### config.mk
export PLATFORM = sky130hd
export DESIGN_NAME = intersection_light_ctrl
export DESIGN_NICKNAME = d
export VERILOG_FILES = /design/src/rtl/traffic_pkg.sv /design/src/rtl/seg7_scan.sv /design/src/rtl/intersection_light_ctrl.sv
export SDC_FILE = /design/constraint.sdc
export NUM_CORES = 1
export LEC_CHECK = 0
export ABC_AREA = 1
export CAP_MARGIN = 0
export CORE_UTILIZATION = 60
export CTS_CLUSTER_DIAMETER = 120
export DETAILED_ROUTE_END_ITERATION = 16
export GPL_TIMING_DRIVEN = 1
export PLACE_DENSITY = 0.8
export SLEW_MARGIN = 20
export SYNTH_ARGS = -nofsm -noshare
export SYNTH_HDL_FRONTEND = slang
export SYNTH_HIERARCHICAL = 1
export SYNTH_SLANG_ARGS = --single-unit
### constraint.sdc
create_clock -name clk -period 3.4 [get_ports clk]
set_input_delay 0.68 -clock clk [delete_from_list [all_inputs] [get_ports clk]]
set_output_delay 0.68 -clock clk [all_outputs]
set_load 0.01 [all_outputs]
### src/rtl/traffic_pkg.sv
// Shared types and helpers for the intersection light controller.
//   light_state_t : controller states (six-phase cycle plus NIGHT)
//   SEG_BLANK     : common-anode pattern with every segment off
//   seg7_decode   : BCD digit -> {dp,g,f,e,d,c,b,a}, active-low, dp off
//   pow10         : 10**n for elaboration checks and BCD extraction
package traffic_pkg;

    typedef enum logic [2:0] {
        NS_G,
        NS_Y,
        AR1,
        EW_G,
        EW_Y,
        AR2,
        NIGHT
    } light_state_t;

    localparam logic [7:0] SEG_BLANK = 8'hFF;

    function automatic logic [7:0] seg7_decode(input logic [3:0] digit);
        logic [7:0] code;
        case (digit)
            4'd0:    code = 8'hC0;
            4'd1:    code = 8'hF9;
            4'd2:    code = 8'hA4;
            4'd3:    code = 8'hB0;
            4'd4:    code = 8'h99;
            4'd5:    code = 8'h92;
            4'd6:    code = 8'h82;
            4'd7:    code = 8'hF8;
            4'd8:    code = 8'h80;
            4'd9:    code = 8'h90;
            default: code = SEG_BLANK;
        endcase
        return code;
    endfunction

    function automatic int unsigned pow10(input int unsigned n);
        int unsigned p;
        p = 1;
        for (int unsigned i = 0; i < n; i++) begin
            p = p * 10;
        end
        return p;
    endfunction

endpackage

### src/rtl/seg7_scan.sv
// Multiplexed common-anode 7-segment driver.
//   clk, rst_n : clock, asynchronous active-low reset
//   bcd        : DIGITS packed BCD nibbles, nibble 0 = ones digit
//   blank      : per-digit blank mask, 1 = show SEG_BLANK
//   seg_out    : {dp,g,f,e,d,c,b,a} of the selected digit, 0 = segment on
//   seg_sel    : one-hot-low digit select, bit 0 = ones digit
// Each digit is held for SCAN_DIV clocks; the scan starts on the ones digit.
module seg7_scan
    import traffic_pkg::*;
#(
    parameter int DIGITS   = 2,
    parameter int SCAN_DIV = 2**16
) (
    input  logic                  clk,
    input  logic                  rst_n,
    input  logic [DIGITS*4-1:0]   bcd,
    input  logic [DIGITS-1:0]     blank,
    output logic [7:0]            seg_out,
    output logic [DIGITS-1:0]     seg_sel
);

    localparam int SCAN_LEN = SCAN_DIV * DIGITS;
    localparam int SW       = (SCAN_LEN > 1) ? $clog2(SCAN_LEN) : 1;

    logic [SW-1:0] scan_cnt;
    int unsigned   digit_idx;
    logic [3:0]    digit_sel;
    logic          blank_sel;

    always_ff @(posedge clk or negedge rst_n) begin
        if (!rst_n) begin
            scan_cnt <= '0;
        end else if (scan_cnt == SW'(SCAN_LEN - 1)) begin
            scan_cnt <= '0;
        end else begin
            scan_cnt <= scan_cnt + 1'b1;
        end
    end

    // Division is done at 32 bits so a SCAN_DIV that does not fit in SW
    // (single-digit builds) cannot collapse to a zero divisor.
    always_comb begin
        digit_idx = 32'(scan_cnt) / 32'(SCAN_DIV);
        digit_sel = 4'd0;
        blank_sel = 1'b0;
        seg_sel   = '1;
        for (int i = 0; i < DIGITS; i++) begin
            if (digit_idx == 32'(i)) begin
                seg_sel[i] = 1'b0;
                digit_sel  = bcd[i*4 +: 4];
                blank_sel  = blank[i];
            end
        end
        seg_out = blank_sel ? SEG_BLANK : seg7_decode(digit_sel);
    end

endmodule

### src/rtl/intersection_light_ctrl.sv
// Two-road (NS/EW) traffic-light controller with all-red clearance,
// pedestrian green shortening, flashing-yellow night mode and a
// multiplexed countdown display.
//   clk     : system clock
//   rst_n   : asynchronous active-low reset
//   ped_req : pedestrian button (pulse or level, synchronous to clk)
//   night   : night-mode request (level)
//   led_ns  : {r,y,g} for the NS road, 1 = lit
//   led_ew  : {r,y,g} for the EW road, 1 = lit
//   seg_out : {dp,g,f,e,d,c,b,a}, 0 = segment on, dp always off
//   seg_sel : one-hot-low digit select, bit 0 = ones digit
module intersection_light_ctrl
    import traffic_pkg::*;
#(
    parameter int CLK_FREQ      = 50_000_000,
    parameter int GREEN_TIME    = 30,
    parameter int YELLOW_TIME   = 5,
    parameter int ALL_RED_TIME  = 2,
    parameter int PED_MIN_GREEN = 5,
    parameter int YELLOW_BLINK  = 1,
    parameter int DIGITS        = 2,
    parameter int SCAN_DIV      = 2**16
) (
    input  logic              clk,
    input  logic              rst_n,
    input  logic              ped_req,
    input  logic              night,
    output logic [2:0]        led_ns,
    output logic [2:0]        led_ew,
    output logic [7:0]        seg_out,
    output logic [DIGITS-1:0] seg_sel
);

    localparam int MAX_GY = (GREEN_TIME > YELLOW_TIME) ? GREEN_TIME : YELLOW_TIME;
    localparam int MAX_T  = (MAX_GY > ALL_RED_TIME) ? MAX_GY : ALL_RED_TIME;
    localparam int CNT_W  = $clog2(MAX_T + 1);
    localparam int PW     = (CLK_FREQ > 1) ? $clog2(CLK_FREQ) : 1;

    localparam logic [CNT_W-1:0] GREEN_C  = CNT_W'(GREEN_TIME);
    localparam logic [CNT_W-1:0] YELLOW_C = CNT_W'(YELLOW_TIME);
    localparam logic [CNT_W-1:0] ALLRED_C = CNT_W'(ALL_RED_TIME);
    localparam logic [CNT_W-1:0] PED_C    = CNT_W'(PED_MIN_GREEN);

    if (DIGITS < 1 || DIGITS > 4) begin : g_bad_digits
        $error("intersection_light_ctrl: DIGITS must be 1..4");
    end
    if (MAX_T > pow10(DIGITS) - 1) begin : g_bad_range
        $error("intersection_light_ctrl: longest phase does not fit the display");
    end
    if (PED_MIN_GREEN > GREEN_TIME) begin : g_bad_ped
        $error("intersection_light_ctrl: PED_MIN_GREEN exceeds GREEN_TIME");
    end

    logic [PW-1:0]       presc;
    logic                sec_tick;
    logic                half_tick;
    logic                blink_on;
    logic                yellow_lvl;

    light_state_t        state, state_next;
    logic [CNT_W-1:0]    cnt, cnt_next;
    logic                ped_pend, ped_next;
    logic                last_sec;

    logic [DIGITS*4-1:0] bcd;
    logic [DIGITS-1:0]   blank;

    assign sec_tick   = (presc == PW'(CLK_FREQ - 1));
    assign half_tick  = sec_tick || (presc == PW'(CLK_FREQ / 2 - 1));
    assign yellow_lvl = (YELLOW_BLINK != 0) ? blink_on : 1'b1;
    assign last_sec   = sec_tick && (cnt == CNT_W'(1));

    always_ff @(posedge clk or negedge rst_n) begin
        if (!rst_n) begin
            presc    <= '0;
            blink_on <= 1'b1;
        end else begin
            presc <= sec_tick ? '0 : presc + 1'b1;
            if (half_tick) begin
                blink_on <= ~blink_on;
            end
        end
    end

    always_ff @(posedge clk or negedge rst_n) begin
        if (!rst_n) begin
            state    <= NS_G;
            cnt      <= GREEN_C;
            ped_pend <= 1'b0;
        end else begin
            state    <= state_next;
            cnt      <= cnt_next;
            ped_pend <= ped_next;
        end
    end

    // The pedestrian shortening is applied after the countdown so that it
    // wins over a same-cycle decrement; it can never coincide with the last
    // second because it only fires while cnt > PED_MIN_GREEN >= 1.
    always_comb begin
        state_next = state;
        cnt_next   = cnt;
        ped_next   = ped_pend | ped_req;
        led_ns     = 3'b100;
        led_ew     = 3'b100;

        if (sec_tick && !last_sec && state != NIGHT) begin
            cnt_next = cnt - 1'b1;
        end

        case (state)
            NS_G: begin
                led_ns = 3'b001;
                if (last_sec) begin
                    state_next = NS_Y;
                    cnt_next   = YELLOW_C;
                end else if (ped_pend && cnt > PED_C) begin
                    cnt_next = PED_C;
                end
            end
            NS_Y: begin
                led_ns = {1'b0, yellow_lvl, 1'b0};
                if (last_sec) begin
                    state_next = AR1;
                    cnt_next   = ALLRED_C;
                end
            end
            AR1: begin
                if (last_sec) begin
                    state_next = night ? NIGHT : EW_G;
                    cnt_next   = GREEN_C;
                end
            end
            EW_G: begin
                led_ew = 3'b001;
                if (last_sec) begin
                    state_next = EW_Y;
                    cnt_next   = YELLOW_C;
                end else if (ped_pend && cnt > PED_C) begin
                    cnt_next = PED_C;
                end
            end
            EW_Y: begin
                led_ew = {1'b0, yellow_lvl, 1'b0};
                if (last_sec) begin
                    state_next = AR2;
                    cnt_next   = ALLRED_C;
                end
            end
            AR2: begin
                if (last_sec) begin
                    state_next = night ? NIGHT : NS_G;
                    cnt_next   = GREEN_C;
                end
            end
            NIGHT: begin
                led_ns = {1'b0, blink_on, 1'b0};
                led_ew = {1'b0, blink_on, 1'b0};
                if (sec_tick && !night) begin
                    state_next = AR2;
                    cnt_next   = ALLRED_C;
                end
            end
            default: begin
                state_next = NS_G;
                cnt_next   = GREEN_C;
            end
        endcase

        // A pending request is consumed by the yellow it caused (or would
        // have met) and is never carried through night mode.
        if ((state_next != state && (state_next == NS_Y || state_next == EW_Y))
            || state_next == NIGHT || state == NIGHT) begin
            ped_next = 1'b0;
        end
    end

    // Leading zeros are blanked above the ones digit; night blanks everything.
    always_comb begin
        bcd   = '0;
        blank = '0;
        for (int i = 0; i < DIGITS; i++) begin
            bcd[i*4 +: 4] = 4'((32'(cnt) / pow10(i)) % 10);
            if ((i > 0 && 32'(cnt) < pow10(i)) || state == NIGHT) begin
                blank[i] = 1'b1;
            end
        end
    end

    seg7_scan #(
        .DIGITS   (DIGITS),
        .SCAN_DIV (SCAN_DIV)
    ) u_scan (
        .clk     (clk),
        .rst_n   (rst_n),
        .bcd     (bcd),
        .blank   (blank),
        .seg_out (seg_out),
        .seg_sel (seg_sel)
    );

endmodule

# Yosys cells after proc, flatten, opt, wreduce, memory -nomap -nowiden

Memories as Yosys holds them, arrays and structs flattened.
Cells that the tools add are included.

Mux-type cells: 31
Reductions and logical operators: 20
Equal/unequal tests: 15
Bitwise logic cells: 2
Div/mod/pow operators: 3
Add/subtract/negate cells: 3
Order comparisons: 2

Operators by type and width:

| operator                                                          | count |
|---|---|
| 5-bit by 4-bit divider with 32-bit output, second input constant  | 1 |
| 32-bit zero test                                                  | 1 |
| 32-bit by 4-bit modulo with 32-bit output, second input constant  | 1 |
| 5-bit by 4-bit modulo with 32-bit output, second input constant   | 1 |
| 5-bit two-way mux                                                 | 6 |
| 3-bit two-way mux                                                 | 9 |
| 26-bit by 1-bit adder with 26-bit output, second input constant   | 1 |
| 26-bit by 25-bit == test with 1-bit output, second input constant | 1 |
| 26-bit == test, second input constant                             | 1 |
| 26-bit two-way mux                                                | 1 |
| 3-bit case mux with 7 select lines                                | 1 |
| 5-bit case mux with 4 select lines                                | 1 |
| 17-bit by 1-bit adder with 17-bit output, second input constant   | 1 |
| 17-bit == test, second input constant                             | 1 |
| 17-bit two-way mux                                                | 1 |
| 3-bit == test, second input constant                              | 5 |
| 3-bit case mux with 2 select lines                                | 2 |
| 2-bit OR reduction                                                | 5 |
| 4-bit two-way mux                                                 | 2 |
| 8-bit two-way mux                                                 | 1 |
| 1-bit two-way mux                                                 | 7 |
| 3-bit by 1-bit == test with 1-bit output, second input constant   | 2 |
| 3-bit by 2-bit == test with 1-bit output, second input constant   | 2 |
| 1-bit logical AND                                                 | 6 |
| 11 further kinds                                                  | 16 |

Bits in read-only memories: 112
Input port bits: 4
Bits in registers: 53
Memories kept: 1
Output and inout bits: 16

Memories:

| memory           | words | bits a word | read ports | clocked after Yosys merged registers in | wr ports | line              | text |
|---|---|---|---|---|---|---|---|
| (name not given) | 16    | 7           | 1          | 0                                       | 0        | traffic_pkg.sv:22 | `case (digit)` |

# Longest topological paths before layout

Word-level depth: 10
Mapped depth: 15

# Hierarchy

The synthesis kept the hierarchy.

By module, submodules not included:

| module                  | area an instance (um2) | instances | cells each |
|---|---|---|---|
| intersection_light_ctrl | 2687.6                 | 1         | 377 |
| seg7_scan               | 1218.7                 | 1         | 177 |

# Worst setup path after synthesis

Ideal clock, no wire load.

Kind: reg2out
Start point: register cnt[2]
End point: output port seg_out[3]
Path buffers: 0
Required time: 2.720 ns
Arrival time: 2.454 ns
Cell stages (with the launch flop): 13
Path slack: 0.266 ns
Path through: dfstp_2 nor2_1 inv_1 ha_1 o31ai_1 nand2_1 or2_0 o21ai_2 inv_1 ha_1 or2_2 nand3_1 nand2_1

Cells in the longest elaborated chain, start to end: 5
Elaborated cells on any way between the ends: 11
Those cells by class: div: 3; order compare: 1; mux: 5; reduce/logical: 1; memory: 1

Ends and longest elaborated chain:

| element                                   | line                           | text |
|---|---|---|
| from (decl)                               | intersection_light_ctrl.sv:61  | `logic [CNT_W-1:0] cnt, cnt_next;` |
| from (signal assigned)                    | intersection_light_ctrl.sv:92  | `cnt <= cnt_next;` |
| 5-bit by 4-bit divider with 32-bit output | intersection_light_ctrl.sv:183 | `bcd[i*4 +: 4] = 4'((32'(cnt) / pow10(i)) % 10);` |
| 32-bit by 4-bit modulo with 32-bit output | intersection_light_ctrl.sv:183 |  |
| net bcd[4]                                | intersection_light_ctrl.sv:65  | `logic [DIGITS*4-1:0] bcd;` |
| 4-bit two-way mux                         | seg7_scan.sv:48                | `if (digit_idx == 32'(i)) begin` |
| memory 16 x 7 bit                         | --                             |  |
| 8-bit two-way mux                         | seg7_scan.sv:54                | `seg_out = blank_sel ? SEG_BLANK : seg7_decode(digit_sel);` |
| to (decl)                                 | intersection_light_ctrl.sv:30  | `output logic [7:0] seg_out,` |

The timed path passes the listed nets, and every way through them passes these cells.

# Worst setup path in the final report

Same ends and word-level chain as after synthesis.

==> results.cfg <==
[yosys]
netlist-cell-type-count = 42
ys_top_cells_by_area = dfrtp_1 31%, nand2_1 14%, inv_1 7.7%
yosysTopAreaCell = dfrtp_1
yosys_register_bits = 53
yosysSeqAreaShare_pct = 34.1
avgSynthCellArea_um2 = 7.05
synth.top_cell.area_share_pct = 30.7
synth_area_mm2 = 0.00391
postSynthCellCount = 554
ys.warnings.count = 6

[layout]
n_antenna_cell = 0
layout_commonest_cell = nand2_1
final_cells = 675
design_area_mm2 = 0.00451
final_cell_mix = 137 x nand2_1, 74 x inv_1, 73 x nor2_1
area_growth_syn_to_layout_pct = 15.6
drive_above_1_share_pct = 20.2
nFillCells = 504
nets = 616

[power]
power_frac_seq_pct = 52.0
p_sw_share_pct = 29.0
power_switching_uw = 357
p_int_uw = 871
vdd_drop_max_mv = 0.178
pwr-share-clk_pct = 30.8
cellPowerDensity_mw_per_mm2 = 272
p_leak_nw = 2.38
p_comb_share_pct = 17.2

[critical_path]
start_kind = register
path_cells = nor2_4 -> inv_2 -> ha_4 -> o31ai_4 -> nand2_2 -> or2_1 -> o21ai_2 -> buf_4 -> ha_1 -> nand2_1 -> nand3_2 -> nand2_1 -> buf_2
critPathMaxStageDelay_ps = 580
crit_required_ps = 2720
startpoint = cnt[2]
worstSetupPathType = reg -> out
crit_arrival_ps = 2660
worstPathMaxFanout = 4
endpoint_kind = output port
path_common_cell = nand2_1
cpMaxStageDelayCell = dfstp_2
r2r-start = cnt[1]

[cts]
cts.htree.levels = 2
cts.sinks = 53
clkSlewWorstSetupHoldPaths_ps = 110
clock-root-buffer = clkbuf_8
clk_latency_ps = 320
cts_hold_buf = 0
clk_path_buf_depth = 2
cts_made_buffers = 5
cts_tree = done

[floorplan]
die_y_um = 82.7
row_count = 29
io_pins = 20
die_w_um = 82.7
start_util_pct = 61.9
die_area_mm2 = 0.00684
coreArea_mm2 = 0.00631

[timing]
maxSlewHeadroom_pct = 60.2
worst_pin_slew_ps = 597
grt_setup_unrepaired = true
fin_crit_sh_pct = 98.1
finalMaxSlewViolations = 0
finalSetupViolCount = 0
hold_viol_final = 0
holdWs_ps = 345
fin_skew_ps = 10.4
min_period_ps = 3340
fmax_mhz = 300

[placed_design]
globalplace.congestion = 0.940
dpl.cell_count = 659
port_buffers = 18
dpl_cell_area_mm2 = 0.00426
dp_hpwl_mm = 6.20

[global_routing]
grt_pass1_vias = 3115
track_usage_pct = 25.2
grt_first_pass_wirelength_mm = 13.1
grt-ovfl-total = 0
grt_max_degree = 48
antenna_found_initial = 0

[detailed_routing]
vias = 3549
postRouteAntennaNets = 0
first_pass_iters = 4
drt-total-wl_mm = 8.48
avgViaCountPerCell = 5.26
drt_iter0_drc = 102
wl_per_cell_um = 12.6
route.detailed.drc = 0

[hold_path]
hold_class = in -> async

[run_status]
outcome = complete, no violations

[run]
cap_violations = 0
## layer usage
layer / up-vias / wire length (um) / GRT usage (%)
li1: 1828 / - / -
met1: 1628 / 3810 / 31.1
met2: 74 / 4240 / 44.3
met3: 19 / 248 / 4.07
met4: 0 / 180 / 8.62
met5: - / 0 / 0
## cells in the mapped netlist, drive strengths merged
cell type	number
nor4	6
nand3b	1
nor3	19
xnor2	1
nand3	24
clkinv	3
nor2	87
xor2	13
dfrtp	48
nand4	16
or2	3
clkbuf	1
o21ai	19
nor4b	1
o211ai	1
a31oi	5
a21oi	25
o31ai	2
dfstp	5
ha	15
inv	90
o21bai	2
conb	2
buf	5
a211oi	2
nand2	158
## path summary, 6_finish.rpt
kind	endpoint	slack, ps	cells past startpoint
setup reg to reg	ped_pend	1330	13
min in group clk	u_scan/scan_cnt[4]	500	1
max in group asynchronous	presc[11]	2520	2
setup / recovery	seg_out[3]	60	13
hold reg to reg	u_scan/scan_cnt[4]	500	1
hold / removal	u_scan/scan_cnt[13]	340	1
## cell families (layout without fill, tap and decap cells)
family | Yosys count | count (layout) | synth area share (%)
other cells | 2 | 3 | 0.192
buf+inv | 99 | 142 | 10.1
xor+xnor | 14 | 14 | 3.14
flops | 53 | 53 | 34.1
compound gates | 56 | 56 | 8.36
fa+ha+maj | 15 | 15 | 4.80
simple gates | 315 | 315 | 39.3
## area by class of cell
type                       count  area, um^2  share of cell area, %
timing repair buffer          41         330                   7.32
tap                           77        96.3                   2.13
clock inverter                 3        25.0                  0.554
multi-input combinational    403        2300                   51.0
inverter                      93         360                   7.98
clock buffer                   5        68.8                   1.52
sequential                    53        1330                   29.5
## worst max-delay path, delay by kind of cell, from the launching register on
family | cells | cell delay, ps
and+or+nand+nor | 6 | 670
DFF | 1 | 580
adders and majority gates | 2 | 420
buffers and inverters | 3 | 360
AOI/OAI and AO/OA | 2 | 320
## what timing repair did
action	4_1_cts	5_1_grt
setup buffers	7	1
endpoints found under the setup margin	7	7
pin swaps	7	15
resized for setup	35	27
## state kept, by name, indices dropped and copies added, names as in the netlist
| signal | count |
|---|---|
| presc | 26 |
| u_scan/scan_cnt | 17 |
| cnt | 5 |
| state | 3 |
| blink_on | 1 |
| ped_pend | 1 |
## power groups by stage
stage          Combinational (mW)  Sequential, mW  Clock, mW
2_1_floorplan               0.108           0.649          0
3_3_place_gp                0.196           0.649          0
3_5_place_dp                0.199           0.649          0
4_1_cts                     0.191           0.637      0.390
5_1_grt                     0.237           0.639      0.414
6_report                    0.211           0.638      0.378
## through the flow
stage	setup TNS (ps)	utilization (%)	setup slack, ps	power, mW
after global placement	-59.2	67.5	-30.7	0.844
after floorplan	0	-	266	0.757
after global routing	-336	71.5	-68.3	1.29
final	0	71.5	63.4	1.23
after CTS	0	70.2	25.3	1.22
after detailed placement	-434	67.5	-105	0.848
(Power assumes the default switching activity.)
